**src/rtl/multi_button_event_debouncer.sv**
```systemverilog
// multi_button_event_debouncer: per-channel sync + debounce, press/release/long/repeat
// detection, and a lowest-channel-first valid/ready event port with sticky overflow.
module multi_button_event_debouncer #(
    parameter int N_CH            = 4,
    parameter int DEBOUNCE_CYCLES = 150000,
    parameter int LONG_CYCLES     = 3000000,
    parameter int REPEAT_CYCLES   = 600000,
    parameter bit REPEAT_EN       = 1'b1,
    parameter bit ACTIVE_LOW      = 1'b1,
    localparam int CH_W = (N_CH > 1) ? $clog2(N_CH) : 1
) (
    input  logic            clk,
    input  logic            rst,
    input  logic [N_CH-1:0] btn_raw,
    output logic [N_CH-1:0] btn_state,
    output logic [N_CH-1:0] btn_pressed,
    output logic [N_CH-1:0] btn_released,
    output logic [N_CH-1:0] btn_long,
    output logic            evt_valid,
    input  logic            evt_ready,
    output logic [CH_W-1:0] evt_ch,
    output logic [1:0]      evt_type,
    output logic            evt_overflow
);
    localparam int DB_W = $clog2(DEBOUNCE_CYCLES + 1);
    localparam int HOLD_MAX = (LONG_CYCLES > REPEAT_CYCLES) ? LONG_CYCLES : REPEAT_CYCLES;
    localparam int TM_W = $clog2(HOLD_MAX + 1);
    localparam int NB = N_CH * 4;
    localparam logic [N_CH-1:0] IDLE_LVL = {N_CH{ACTIVE_LOW}};

    typedef enum logic [1:0] {IDLE, WAIT_LONG, REPEAT, HELD} phase_t;

    logic [N_CH-1:0] sync1_q, sync1_d, sync2_q, sync2_d, level;
    logic [N_CH-1:0] state_q, state_d, pressed_q, pressed_d;
    logic [N_CH-1:0] released_q, released_d, long_q, long_d;
    logic [DB_W-1:0] db_cnt_q [N_CH];
    logic [DB_W-1:0] db_cnt_d [N_CH];
    logic [TM_W-1:0] timer_q [N_CH];
    logic [TM_W-1:0] timer_d [N_CH];
    phase_t          phase_q [N_CH];
    phase_t          phase_d [N_CH];
    logic [NB-1:0]   pending_q, pending_d, set_vec, clr;
    logic            evt_valid_q, evt_valid_d, overflow_q, overflow_d, load;
    logic [CH_W-1:0] evt_ch_q, evt_ch_d;
    logic [1:0]      evt_type_q, evt_type_d;
    int              sel;

    assign level = sync2_q ^ IDLE_LVL;

    always_comb begin
        sync1_d = btn_raw;
        sync2_d = sync1_q;
        state_d = state_q;
        pressed_d = '0;
        released_d = '0;
        long_d = '0;
        set_vec = '0;
        for (int c = 0; c < N_CH; c++) begin
            db_cnt_d[c] = (level[c] == state_q[c]) ? '0 : db_cnt_q[c] + DB_W'(1);
            if (level[c] != state_q[c] && db_cnt_q[c] == DB_W'(DEBOUNCE_CYCLES - 1)) begin
                db_cnt_d[c] = '0;
                state_d[c] = level[c];
                pressed_d[c] = level[c];
                released_d[c] = !level[c];
            end
            phase_d[c] = phase_q[c];
            timer_d[c] = (phase_q[c] == WAIT_LONG || phase_q[c] == REPEAT) ? timer_q[c] + TM_W'(1) : timer_q[c];
            // release takes priority over a LONG/REPEAT expiring on the same edge
            if (released_d[c]) begin
                phase_d[c] = IDLE;
                timer_d[c] = '0;
            end else if (pressed_d[c]) begin
                phase_d[c] = WAIT_LONG;
                timer_d[c] = '0;
            end else if (phase_q[c] == WAIT_LONG && timer_q[c] == TM_W'(LONG_CYCLES - 1)) begin
                long_d[c] = 1'b1;
                timer_d[c] = '0;
                phase_d[c] = REPEAT_EN ? REPEAT : HELD;
            end else if (phase_q[c] == REPEAT && timer_q[c] == TM_W'(REPEAT_CYCLES - 1)) begin
                set_vec[4*c+3] = 1'b1;
                timer_d[c] = '0;
            end
            set_vec[4*c+:3] = {long_d[c], released_d[c], pressed_d[c]};
        end
        sel = 0;
        for (int i = NB - 1; i >= 0; i--)
            if (pending_q[i]) sel = i;
        load = !evt_valid_q || evt_ready;
        clr = (load && |pending_q) ? NB'(1) << sel : '0;
        // a bit set on the edge it is consumed is re-pended rather than flagged as lost
        pending_d = (pending_q & ~clr) | set_vec;
        overflow_d = overflow_q || |(set_vec & pending_q & ~clr);
        evt_valid_d = load ? |pending_q : evt_valid_q;
        evt_ch_d = |clr ? CH_W'(sel / 4) : evt_ch_q;
        evt_type_d = |clr ? 2'(sel % 4) : evt_type_q;
    end

    always_ff @(posedge clk) begin
        if (rst) begin
            sync1_q <= IDLE_LVL;
            sync2_q <= IDLE_LVL;
            state_q <= '0;
            pressed_q <= '0;
            released_q <= '0;
            long_q <= '0;
            db_cnt_q <= '{default: '0};
            timer_q <= '{default: '0};
            phase_q <= '{default: IDLE};
            pending_q <= '0;
            evt_valid_q <= 1'b0;
            overflow_q <= 1'b0;
            evt_ch_q <= '0;
            evt_type_q <= '0;
        end else begin
            sync1_q <= sync1_d;
            sync2_q <= sync2_d;
            state_q <= state_d;
            pressed_q <= pressed_d;
            released_q <= released_d;
            long_q <= long_d;
            db_cnt_q <= db_cnt_d;
            timer_q <= timer_d;
            phase_q <= phase_d;
            pending_q <= pending_d;
            evt_valid_q <= evt_valid_d;
            overflow_q <= overflow_d;
            evt_ch_q <= evt_ch_d;
            evt_type_q <= evt_type_d;
        end
    end

    assign btn_state = state_q;
    assign btn_pressed = pressed_q;
    assign btn_released = released_q;
    assign btn_long = long_q;
    assign evt_valid = evt_valid_q;
    assign evt_ch = evt_ch_q;
    assign evt_type = evt_type_q;
    assign evt_overflow = overflow_q;
endmodule

```
**config.mk**
```make
export PLATFORM = sky130hd
export DESIGN_NAME = multi_button_event_debouncer
export DESIGN_NICKNAME = d
export VERILOG_FILES = /design/src/rtl/multi_button_event_debouncer.sv
export SDC_FILE = /design/constraint.sdc
export NUM_CORES = 1
export LEC_CHECK = 0
export ABC_AREA = 1
export BUFFER_PORTS_ARGS = -buffer_cell sky130_fd_sc_hd__clkbuf_2
export CORE_ASPECT_RATIO = 0.75
export CORE_UTILIZATION = 60
export CTS_CLUSTER_DIAMETER = 200
export DETAILED_ROUTE_END_ITERATION = 10
export PLACE_DENSITY_LB_ADDON = 0.08
export RECOVER_POWER = 100
export SETUP_SLACK_MARGIN = 0.3
export SYNTH_ARGS = -nofsm -noshare
export SYNTH_HDL_FRONTEND = slang
export SYNTH_SLANG_ARGS = --single-unit
```
**constraint.sdc**
```tcl
create_clock -name clk -period 5.7 [get_ports clk]
set_input_delay 0.285 -clock clk [delete_from_list [all_inputs] [get_ports clk]]
set_output_delay 0.285 -clock clk [all_outputs]
set_load 0.005 [all_outputs]
```
==> results of run 1 <==
stage by stage:
step	setup WS (ns)	total power, W	cell area (um^2)
after floorplan	3.39	0.00156	10300
after global placement	2.92	0.00157	10600
after detailed placement	2.83	0.00157	10600
after CTS	2.89	0.00303	11400
after global routing	2.21	0.00309	11300
final	2.63	0.00298	11300
worst max-delay path: stages:
cell      delay (ns)
clkbuf_1        0.90
clkinv_1        0.85
nand2_1         0.34
inv_1           0.12
nand3_1         0.50
inv_1           0.24
o21ai_0         0.13
a21oi_1         0.06
kinds of logic after synthesis:
logic type	count (synthesis)
flip-flops	214
adder cells (fa/ha/maj)	16
AND/OR/NAND/NOR	730
AO/OA/AOI/OAI	148
XOR/XNOR	49
buffers and inverters	251
synthesized netlist by cell type, types with 24 or more instances:
master   count  share of area
nor3b_1     24          0.018
nor4_1      29          0.018
nand4_1     56          0.034
xor2_1      43          0.037
nand2_1    198          0.072
nor2_1     196          0.072
inv_1      199          0.073
inv_2       28          0.010
a21oi_1     90          0.044
nor3_1      78          0.038
dfxtp_1    214           0.42
nand3_1     93          0.045
final timing paths:
| kind | endpoint | slack [ns] | cells past startpoint |
|---|---|---|---|
| worst min register to register | sync2_q[1] | 0.41 | 1 |
| worst min-delay path | evt_ch[1] | 0.26 | 4 |
| worst max-delay path | timer_q[13] | 2.63 | 8 |
| worst max register to register | db_cnt_q[70] | 2.83 | 13 |
area by class of cell:
| type | count | area (um^2) |
|---|---|---|
| clock inverters | 8 | 124 |
| flip-flops and latches | 214 | 4280 |
| multi-input cells | 943 | 5010 |
| well taps | 215 | 269 |
| repair buffers | 32 | 160 |
| fillers | 1460 | 5460 |
| inverters | 230 | 863 |
| clock buffers | 29 | 606 |
report_power, final:
| part | leakage (nW) | internal, W | switching (W) | total [W] |
|---|---|---|---|---|
| clock network | 0.353 | 0.000879 | 0.000567 | 0.00145 |
| registers | 1.72 | 0.00150 | 0.00000238 | 0.00150 |
| logic | 2.05 | 0.0000103 | 0.0000277 | 0.0000380 |
registers in the layout, summed over array words and instances, names as in the netlist:
register and cells:
btn_long 4, sync2_q 4, sync1_q 4, db_cnt_q 72, timer_q 88, evt_overflow 1, btn_released 4, phase_q 8
evt_ch 2, evt_type 2, btn_pressed 4, evt_valid 1, btn_state 4, pending_q 16
repair_timing:
action | 4_1_cts | 5_1_grt
setup endpoints to repair | 0 | 0
buffers inserted | 0 | 0
endpoints found under the hold margin | 4 | 0
hold buffers | 4 | 0
per-layer routing:
| layer | part of all wire | vias up |
|---|---|---|
| met5 | 0 | - |
| met4 | 0.019 | 0 |
| met3 | 0.047 | 33 |
| met2 | 0.39 | 163 |
| met1 | 0.54 | 3921 |
| li1 | - | 4693 |
==> summary.md, run 1 <==
| Metric | Value |
|---|---|
| Drt pass-1 iters | `6` |
| Synthesized-area fraction occupied by and/or/nand/nor cells | `0.347` |
| Final Hold Fails | `0` |
| Post-synthesis compound-gate area fraction | `0.0818` |
| Final setup fails | `0` |
| Die Span X | `~150 um` |
| CP startpoint | `rst` |
| Crit end category | `flop` |
| Worst Max-Slew Pin Slew | `between 1 and 1.5 ns` |
| Multiplexer share of the synthesized area | `0` |
| Commonest non-fill, non-tap cell in the layout | `dfxtp_1` |
| CTS H-tree lvls | `1` |
| Core area | `between 0.015 and 0.02 mm^2` |
| All-Layer GR Usage | `0.239` |
| Clock insertion delay at the later pin of the skew report | `around 0.50 ns` |
| DR vias | `roughly 8.8k` |
| Grt met3 use | `0.0445` |
| Clk slew on worst S/H paths | `~0.060 ns` |
| Synth Warn # | `0` |
| PortBufs | `28` |
| TritonCTS Sinks | `approximately 210` |
| Vias/cell | `about 5.3` |
| WP data arrival | `about 3.5 ns` |
| ANT cells | `0` |
| Commonest non-fill, non-tap cells in the layout | `dfxtp_1, inv_1, nor2_1, nand2_1, nand3_1` |
| Share of cells above drive strength 1 | `0.0755` |
| Netlist cell types | `between 50 and 60` |
| Max-slew violation total from the final report | `0` |
| I/O Pins | `29` |
| Hold slack | `~0.26 ns` |
| Max Cap Viol | `0` |
| Root buf cell | `clkbuf_16` |
| Area grow syn2layout | `10.1%` |
| Total CTS buffers | `21` |
| Fmax achieved | `325 MHz` |
| Power Dens Cells | `~260 mW/mm^2` |
| CTS tree | `yes` |
| FF-to-FF Start | `db_cnt_q[54]` |
| Crit start category | `input port` |
| Vias in the first global route | `around 7.8k` |
| Gate Count Post-Synth | `1408` |
| FP Rows | `41` |
| Initial core utilization | `0.613` |
| Min cycle time layout | `approximately 3.1 ns` |
| Outcome | `finished, final reports clean` |
| Synth Area in Adders | `0.0195` |
| Post-Syn Nets | `1431` |
| Net count, final | `between 1k and 1.5k` |
| EDFF count, synth | `0` |
| Total wire length | `roughly 21000 um` |
| Worst Skew | `~0.013 ns` |
| # DRC | `0` |
| ANT nets after route | `0` |
| GR Util met2 | `0.357` |
| Sequential-to-total area share from yosys stat | `0.417` |
| Setup_tns | `0 ns` |
| Ys async rst share | `0` |
| Hold Startpoint | `evt_ready` |
| Wire per inst | `around 13 um` |
| CP required | `approximately 6.1 ns` |
| Global-route wire length before repair | `approximately 36000 um` |
| Leakage | `approximately 4.1 nW` |
| Kind of critical path | `in -> reg` |
| Dominant combinational cell family by area after synthesis | `simple AND/OR/NAND/NOR gates` |
| Post-cts sizing count | `0` |
| Pin count of the biggest net entering global routing | `31` |
| Post-Place Cells | `1630` |
| Crit share post-route | `0.539` |
| GPL Wtd Cong | `0.932` |
| Detailed Route Iter0 Violations | `673` |
| #FFs+latches synth | `214` |
| CP max FO | `30` |
| Busiest grt layer | `met2` |
| Die height | `115 um` |
| Max clock buf depth | `3` |
| Met1 Use GR | `0.352` |
| Netlist area before placement | `0.0103 mm^2` |
| Remaining Overflow, GRT | `0` |
| Synth Area in XOR/XNOR | `0.0418` |
| Synth Area per Inst | `7.30 um^2` |
| Worst hold path type | `in -> reg` |
| RSZ-0062 raised after global routing | `no` |
| Slew margin rel. | `0.155` |
| Final core occ | `0.675` |
| Predominant post-synthesis flop cell | `dfxtp_1` |
| Fin cells | `1671` |
| Hpwl dp | `approximately 15000 um` |
| Full die area | `0.0177 mm^2` |
| Initial antenna violation count | `0` |
| VDD IR max | `between 200 and 250 uV` |
(Power assumes the default switching activity.)
==> run 2, diff against run 1 <==
--- a/config.mk
+++ b/config.mk
@@ -8,7 +8,7 @@
 export ABC_AREA = 1
 export BUFFER_PORTS_ARGS = -buffer_cell sky130_fd_sc_hd__clkbuf_2
 export CORE_ASPECT_RATIO = 0.75
-export CORE_UTILIZATION = 60
+export CORE_UTILIZATION = 56
 export CTS_CLUSTER_DIAMETER = 200
 export DETAILED_ROUTE_END_ITERATION = 10
 export PLACE_DENSITY_LB_ADDON = 0.08
==> constraint.sdc (replaced) <==
create_clock -name clk -period 2.48 [get_ports clk]
set_input_delay 0.124 -clock clk [delete_from_list [all_inputs] [get_ports clk]]
set_output_delay 0.124 -clock clk [all_outputs]
set_load 0.005 [all_outputs]
==> run 2 against run 1 <==
First-iteration DRC count is 7.4% lower. Sequential power is 130% higher. Flip-flop and latch count stayed put. Final cell count is 8.9% higher. Wire length is 22% higher. Combinational power grew to 4.0 times the previous value. Cell area is 17% higher. Sequential share of layout area is 5.2 points lower. Hold slack worse by 0.24 ns. Global-route usage is 0.87 points higher. Register-to-register slack worse by 2.7 ns. Via count is 11% higher.
==> summary.md, run 2 (synthesis results as in run 1) <==
| Metric | Value |
|---|---|
| Cell Chain, Critical Path | `ha_4 > nand2_4 > inv_4 > nand2_4 > nor2_4 > inv_2 > nor4_4 > nand2_1 > or2_4 > nor3b_4 > nand2_4 > buf_6 > clkbuf_16 > nor2_1` |
| CTS tree | `yes` |
| Hold Startpoint | `rst` |
| Vias in the first global route | `8507 (+9.3%)` |
| Fin cells | `1820 (+8.9%)` |
| Final core occ | `0.743 (+0.0680)` |
| Total wire length | `25400 um (+22%)` |
| Largest Register | `timer_q` |
| Worst Max-Slew Pin Slew | `0.455 ns (-0.812 ns)` |
| Filler cells | `1314 (-10%)` |
| Root buf cell | `clkbuf_16` |
| WP data arrival | `2.72 ns (-0.73 ns)` |
| Busiest grt layer | `met2` |
| Worst hold path type | `in -> reg` |
| Crit end category | `flop` |
| Max Cap Viol | `0 (unchanged)` |
| Met1 Use GR | `0.363 (+0.0106)` |
| DR vias | `9747 (+11%)` |
| CP startpoint | `db_cnt_q[36]` |
| FP Rows | `42 (+2.4%)` |
| Final setup fails | `0 (unchanged)` |
| CP peak stage delay | `0.42 ns (-0.48 ns)` |
| Detailed Route Iter0 Violations | `623 (-7.4%)` |
| PortBufs | `28 (unchanged)` |
| Placed Area | `0.0108 mm^2 (+2.4%)` |
| All-Layer GR Usage | `0.248 (+0.00870)` |
| VDD IR max | `504 uV (+100%)` |
| CP required | `2.88 ns (-3.19 ns)` |
| Max-slew violation total from the final report | `0 (unchanged)` |
| RSZ-0062 raised after global routing | `yes` |
| Full die area | `0.0189 mm^2 (+7.0%)` |
| Fmax achieved | `around 430 MHz` |
| Die height | `119 um (+3.5%)` |
| Worst Skew | `0.0117 ns (-0.00171 ns)` |
| Hpwl dp | `16000 um (+4.3%)` |
| ANT nets after route | `0 (unchanged)` |
| Design Area, Final | `0.0132 mm^2 (+17%)` |
| Max clock buf depth | `3 (unchanged)` |
| Share of cells above drive strength 1 | `0.249 (+0.173)` |
| GPL Wtd Cong | `0.904 (-3.0%)` |
| Kind of critical path | `reg -> reg` |
| Area of the multi-input gates | `0.00581 mm^2 (+16%)` |
| Commonest non-fill, non-tap cell in the layout | `dfxtp_1` |
| Leakage | `5.17 nW (+25%)` |
| Max FFs per register | `88 (unchanged)` |
| Commonest non-fill, non-tap cells in the layout | `dfxtp_1, inv_1, nand2_1` |
| Final Hold Fails | `0 (unchanged)` |
| CP top delay family | `simple AND/OR/NAND/NOR gates` |
| CTS H-tree lvls | `1 (unchanged)` |
| Slew margin rel. | `0.694 (+0.539)` |
| Pin count of the biggest net entering global routing | `19 (-39%)` |
| Die Span X | `158 um (+3.5%)` |
| Crit-path slowest cell | `dfxtp_1` |
| Most frequent cell on the critical path | `nand2_4` |
| ANT cells | `0 (unchanged)` |
| Core area | `0.0178 mm^2 (+6.2%)` |
| FF/Latch Area | `0.00431 mm^2 (+0.70%)` |
| Initial antenna violation count | `0 (unchanged)` |
| Crit share post-route | `0.935` |
| FF-to-FF Start | `db_cnt_q[36]` |
| Initial core utilization | `0.577 (-0.0358)` |
| Post-Place Cells | `1681 (+3.1%)` |
| Biggest regs | `timer_q: 88 flops, db_cnt_q: 72 flops, pending_q: 16 flops` |
| Clk slew on worst S/H paths | `0.06 ns (about the same)` |
| Wire per inst | `14.0 um (+12%)` |
| Global-route wire length before repair | `38800 um (+9.2%)` |
| Power Dens Cells | `527 mW/mm^2 (+100%)` |
| WP buf/inv | `4 (unchanged)` |
| CP max FO | `5 (-83%)` |
| Net count, final | `1587 (+8.3%)` |
| Clock insertion delay at the later pin of the skew report | `0.51 ns (about the same)` |
| Area grow syn2layout | `28.7%` |
| Hold slack | `0.0211 ns (-0.244 ns)` |
| # DRC | `0 (unchanged)` |
| Outcome | `finished, final reports clean` |
| Drt pass-1 iters | `5 (-1)` |
| Min cycle time layout | `~2.3 ns` |
| I/O Pins | `29 (unchanged)` |
| Crit start category | `flop` |
| Vias/cell | `5.36 (+1.6%)` |
| Setup_tns | `0 ns (unchanged)` |
| Remaining Overflow, GRT | `0 (unchanged)` |
| Total CTS buffers | `22 (+4.8%)` |
| TritonCTS Sinks | `214 (unchanged)` |
| Grt met3 use | `0.0415 (-0.00299)` |
| GR Util met2 | `0.375 (+0.0173)` |
## run 2: cell types whose count changed in the layout (fill, tap and decap cells not counted), sizes merged
cell    previous run  this run
clkbuf            57        60
bufinv             3         2
buf                0       119
inv              225       226
## run 2: final timing paths
path | endpoint | slack [ns] | depth (start not counted)
hold / removal | pending_q[4] | 0.02 | 2
setup reg to reg | timer_q[44] | 0.16 | 14
setup / recovery | timer_q[44] | 0.16 | 14
hold reg to reg | sync2_q[2] | 0.41 | 1
## run 2: metal layers
| layer | routed length (um) | share of wire |
|---|---|---|
| met5 | 0 | 0 |
| met2 | 11500 | 0.45 |
| met4 | 477 | 0.019 |
| met3 | 1390 | 0.055 |
| met1 | 12000 | 0.47 |
## run 2: cell type report
class | count | share of cell area
repair buffers | 153 | 0.0905
multi-input cells | 943 | 0.439
clock inverters | 8 | 0.00719
clock buffers | 30 | 0.0485
well taps | 242 | 0.0229
flip-flops and latches | 214 | 0.326
inverters | 230 | 0.0660
## run 2: stage by stage
step / power (W) / setup WS, ns
3_5_place_dp: 0.00363 / 0.116
5_1_grt: 0.00718 / 0.00107
6_report: 0.00697 / 0.160
2_1_floorplan: 0.00359 / 0.294
4_1_cts: 0.00700 / 0.219
3_3_place_gp: 0.00363 / 0.145
## run 2: worst register-to-register path, delay by kind of cell, from the launching register on
kind / cells / cell delay, ns
and+or+nand+nor: 9 / 1.19
DFF: 1 / 0.42
buffers and inverters: 4 / 0.41
adders and majority gates: 1 / 0.19
## run 2: what timing repair did
item                                   CTS  global route
setup endpoints to repair               43           154
buffers inserted                        42            51
endpoints found under the hold margin    4             0
cloned                                   2             2
gates resized for setup                 57           168
hold buffers                             4             0
pin swaps                               26            53
## run 2: power breakdown
| part | switching [W] | internal [W] | total (W) |
|---|---|---|---|
| Clock | 0.00136 | 0.00202 | 0.00337 |
| Combinational | 0.0000854 | 0.0000659 | 0.000151 |
| Sequential | 0.00000587 | 0.00344 | 0.00345 |
| Total | 0.00145 | 0.00552 | 0.00697 |
==> run 3, diff against run 2 <==
--- a/config.mk
+++ b/config.mk
@@ -8,7 +8,7 @@
 export ABC_AREA = 1
 export BUFFER_PORTS_ARGS = -buffer_cell sky130_fd_sc_hd__clkbuf_2
 export CORE_ASPECT_RATIO = 0.75
-export CORE_UTILIZATION = 56
+export CORE_UTILIZATION = 60
 export CTS_CLUSTER_DIAMETER = 200
 export DETAILED_ROUTE_END_ITERATION = 10
 export PLACE_DENSITY_LB_ADDON = 0.08
==> constraint.sdc (replaced) <==
create_clock -name clk -period 2.7 [get_ports clk]
set_input_delay 0.135 -clock clk [delete_from_list [all_inputs] [get_ports clk]]
set_output_delay 0.135 -clock clk [all_outputs]
set_load 0.005 [all_outputs]
==> run 3 against run 2 <==
First-iteration DRC count is 16% higher. Cell area fell by 10%. Non-clock buffer count down 80. Hold slack improved by 0.014 ns. Wire length is 11% lower. Sequential power fell by 8.1%. Clock skew fell by 0.0017 ns. Utilization decreased by 3.3 points. Via count shrank 5.1%. Sequential share of layout area up 3.5 points. Worst setup slack improved by 0.17 ns. Critical endpoint is now timer_q[43]. Largest cell class unchanged. Highest routed layer unchanged.
==> summary.md, run 3 (synthesis results as in run 1) <==
| Metric | Value |
|---|---|
| Outcome | `finished, final reports clean` |
| CP top delay family | `simple AND/OR/NAND/NOR gates` |
| Max layer used | `met4` |
| # DRC | `0 (unchanged)` |
| Largest Register | `timer_q` |
| Final setup fails | `0 (unchanged)` |
| Slew margin rel. | `0.600 (-0.0943)` |
| Fmax achieved | `422 MHz (-2.2%)` |
| Detailed Route Iter0 Violations | `721 (+16%)` |
| Total wire length | `22700 um (-11%)` |
| Net count, final | `1506 (-5.1%)` |
| Initial antenna violation count | `0 (unchanged)` |
| Hpwl dp | `15700 um (-1.4%)` |
| CP required | `3.08 ns (+0.20 ns)` |
| Worst Max-Slew Pin Slew | `0.598 ns (+0.143 ns)` |
| Met2 wire len | `9760 um (-15%)` |
| Filler cells | `1418 (+7.9%)` |
| All-Layer GR Usage | `0.249 (+0.00156)` |
| Post-Place Cells | `1644 (-2.2%)` |
| Root buf cell | `clkbuf_16` |
| WP data arrival | `2.76 ns (+0.04 ns)` |
| Fin cells | `1711 (-6.0%)` |
| GPL Wtd Cong | `0.884 (-2.2%)` |
| Area grow syn2layout | `15.8%` |
| Total CTS buffers | `21 (-4.5%)` |
| Kind of critical path | `reg -> reg` |
| CP startpoint | `phase_q[2]` |
| Commonest non-fill, non-tap cells in the layout | `dfxtp_1, inv_1, nand2_1` |
| Crit start category | `flop` |
| I/O Pins | `29 (unchanged)` |
| Wire per inst | `13.3 um (-5.0%)` |
| Met1 wire length | `11300 um (-6.1%)` |
| Max-slew violation total from the final report | `0 (unchanged)` |
| Share of cells above drive strength 1 | `0.134 (-0.115)` |
| Biggest regs | `timer_q: 88 flops, db_cnt_q: 72 flops, pending_q: 16 flops` |
| Power Dens Cells | `537 mW/mm^2 (+2.0%)` |
| Min cycle time layout | `2.37 ns (+0.0516 ns)` |
| Crit share post-route | `0.878 (-0.0571)` |
| Vias in the first global route | `8159 (-4.1%)` |
| CP max FO | `3 (-2)` |
| Setup_tns | `0 ns (unchanged)` |
| RSZ-0062 raised after global routing | `yes` |
| Placed Area | `0.0107 mm^2 (-1.3%)` |
| Worst Skew | `0.00994 ns (-0.00174 ns)` |
| Remaining Overflow, GRT | `0 (unchanged)` |
| FP Rows | `41 (-2.4%)` |
| Global-route wire length before repair | `37200 um (-4.3%)` |
| Max Cap Viol | `0 (unchanged)` |
| CTS H-tree lvls | `1 (unchanged)` |
| CTS tree | `yes` |
| Pin count of the biggest net entering global routing | `21 (+2)` |
| VDD IR max | `705 uV (+40%)` |
| Final Hold Fails | `0 (unchanged)` |
| Hold Startpoint | `rst` |
| Clock insertion delay at the later pin of the skew report | `0.50 ns (about the same)` |
| TritonCTS Sinks | `214 (unchanged)` |
| Max FFs per register | `88 (unchanged)` |
| CP peak stage delay | `0.34 ns (-0.08 ns)` |
| Cell Chain, Critical Path | `inv_2 > ha_4 > nor2_4 > nand3_2 > nor3b_4 > nand2_2 > nor2_4 > nand4_4 > nor4_4 > and3_1 > nand2_4 > nor2_4 > nand3_2 > nand2_2 > nor2_2` |
| WP buf/inv | `1 (-3)` |
| Most frequent cell on the critical path | `nor2_4` |
| Clk slew on worst S/H paths | `0.06 ns (about the same)` |
| Crit end category | `flop` |
| Full die area | `0.0177 mm^2 (-6.6%)` |
| Met3 wire length | `1250 um (-10%)` |
| Core area | `0.0168 mm^2 (-5.8%)` |
| Design Area, Final | `0.0119 mm^2 (-10%)` |
| Worst hold path type | `in -> reg` |
| Crit-path slowest cell | `dfxtp_2` |
| Leakage | `4.42 nW (-15%)` |
| Die Span X | `153 um (-3.3%)` |
| Vias/cell | `5.41 (+0.92%)` |
| Drt pass-1 iters | `5 (unchanged)` |
| Max clock buf depth | `3 (unchanged)` |
| PortBufs | `28 (unchanged)` |
| FF-to-FF Start | `phase_q[2]` |
| ANT cells | `0 (unchanged)` |
| Reg2Reg Setup Slack | `0.33 ns (+0.17 ns)` |
| Initial core utilization | `0.613 (+0.0358)` |
| ANT nets after route | `0 (unchanged)` |
| DR vias | `9248 (-5.1%)` |
| Die height | `115 um (-3.3%)` |
| Commonest non-fill, non-tap cell in the layout | `dfxtp_1` |
-- run 3: cell type report --
type	instances	area [um^2]	share of cell area
Clock buffer	25	581	0.0488
Clock inverter	11	158	0.0132
Inverter	230	871	0.0732
Multi-Input combinational cell	943	5260	0.442
Sequential cell	214	4290	0.361
Tap cell	215	269	0.0226
Timing Repair Buffer	73	470	0.0395
-- run 3: what timing repair did --
item | CTS | global route
setup buffers | 4 | 23
endpoints found under the setup margin | 15 | 95
gates resized for setup | 9 | 68
hold endpoints to repair | 4 | 0
hold buffers | 4 | 0
pin swaps | 6 | 27
-- run 3: metrics by stage --
stage / utilization / total power [W] / hold WS (ns) / setup slack [ns]
2_1_floorplan: - / 0.00330 / 0.239 / 0.394
4_1_cts: 0.689 / 0.00644 / 0.0269 / 0.290
3_3_place_gp: 0.638 / 0.00332 / 0.322 / 0.227
5_1_grt: 0.709 / 0.00658 / 0.0639 / 0.120
6_report: 0.709 / 0.00639 / 0.0348 / 0.329
3_5_place_dp: 0.638 / 0.00333 / 0.324 / 0.169
-- run 3: final timing paths --
kind | cells past startpoint | endpoint
max | 15 | timer_q[43]
min | 2 | btn_released[0]
max reg2reg | 15 | timer_q[43]
min reg2reg | 1 | sync2_q[3]
-- run 3: report_power, final --
| part | total, W | leakage [nW] | internal [W] | switching, W |
|---|---|---|---|---|
| logic | 0.0000956 | 2.32 | 0.0000316 | 0.0000640 |
| clock network | 0.00313 | 0.368 | 0.00191 | 0.00122 |
| registers | 0.00317 | 1.73 | 0.00316 | 0.00000570 |
-- run 3: per-layer routing --
metal  GRT usage  up-vias
li1            -     4788
met1       0.371     4218
met2       0.381      207
met3      0.0339       35
met4      0.0566        0
met5           0        -
-- run 3: worst reg2reg max path: cells and delay by family (launching register included) --
family                     cells  cell delay [ns]
and+or+nand+nor               13             1.62
buffers and inverters          1             0.05
DFF                            1             0.34
adders and majority gates      1             0.26
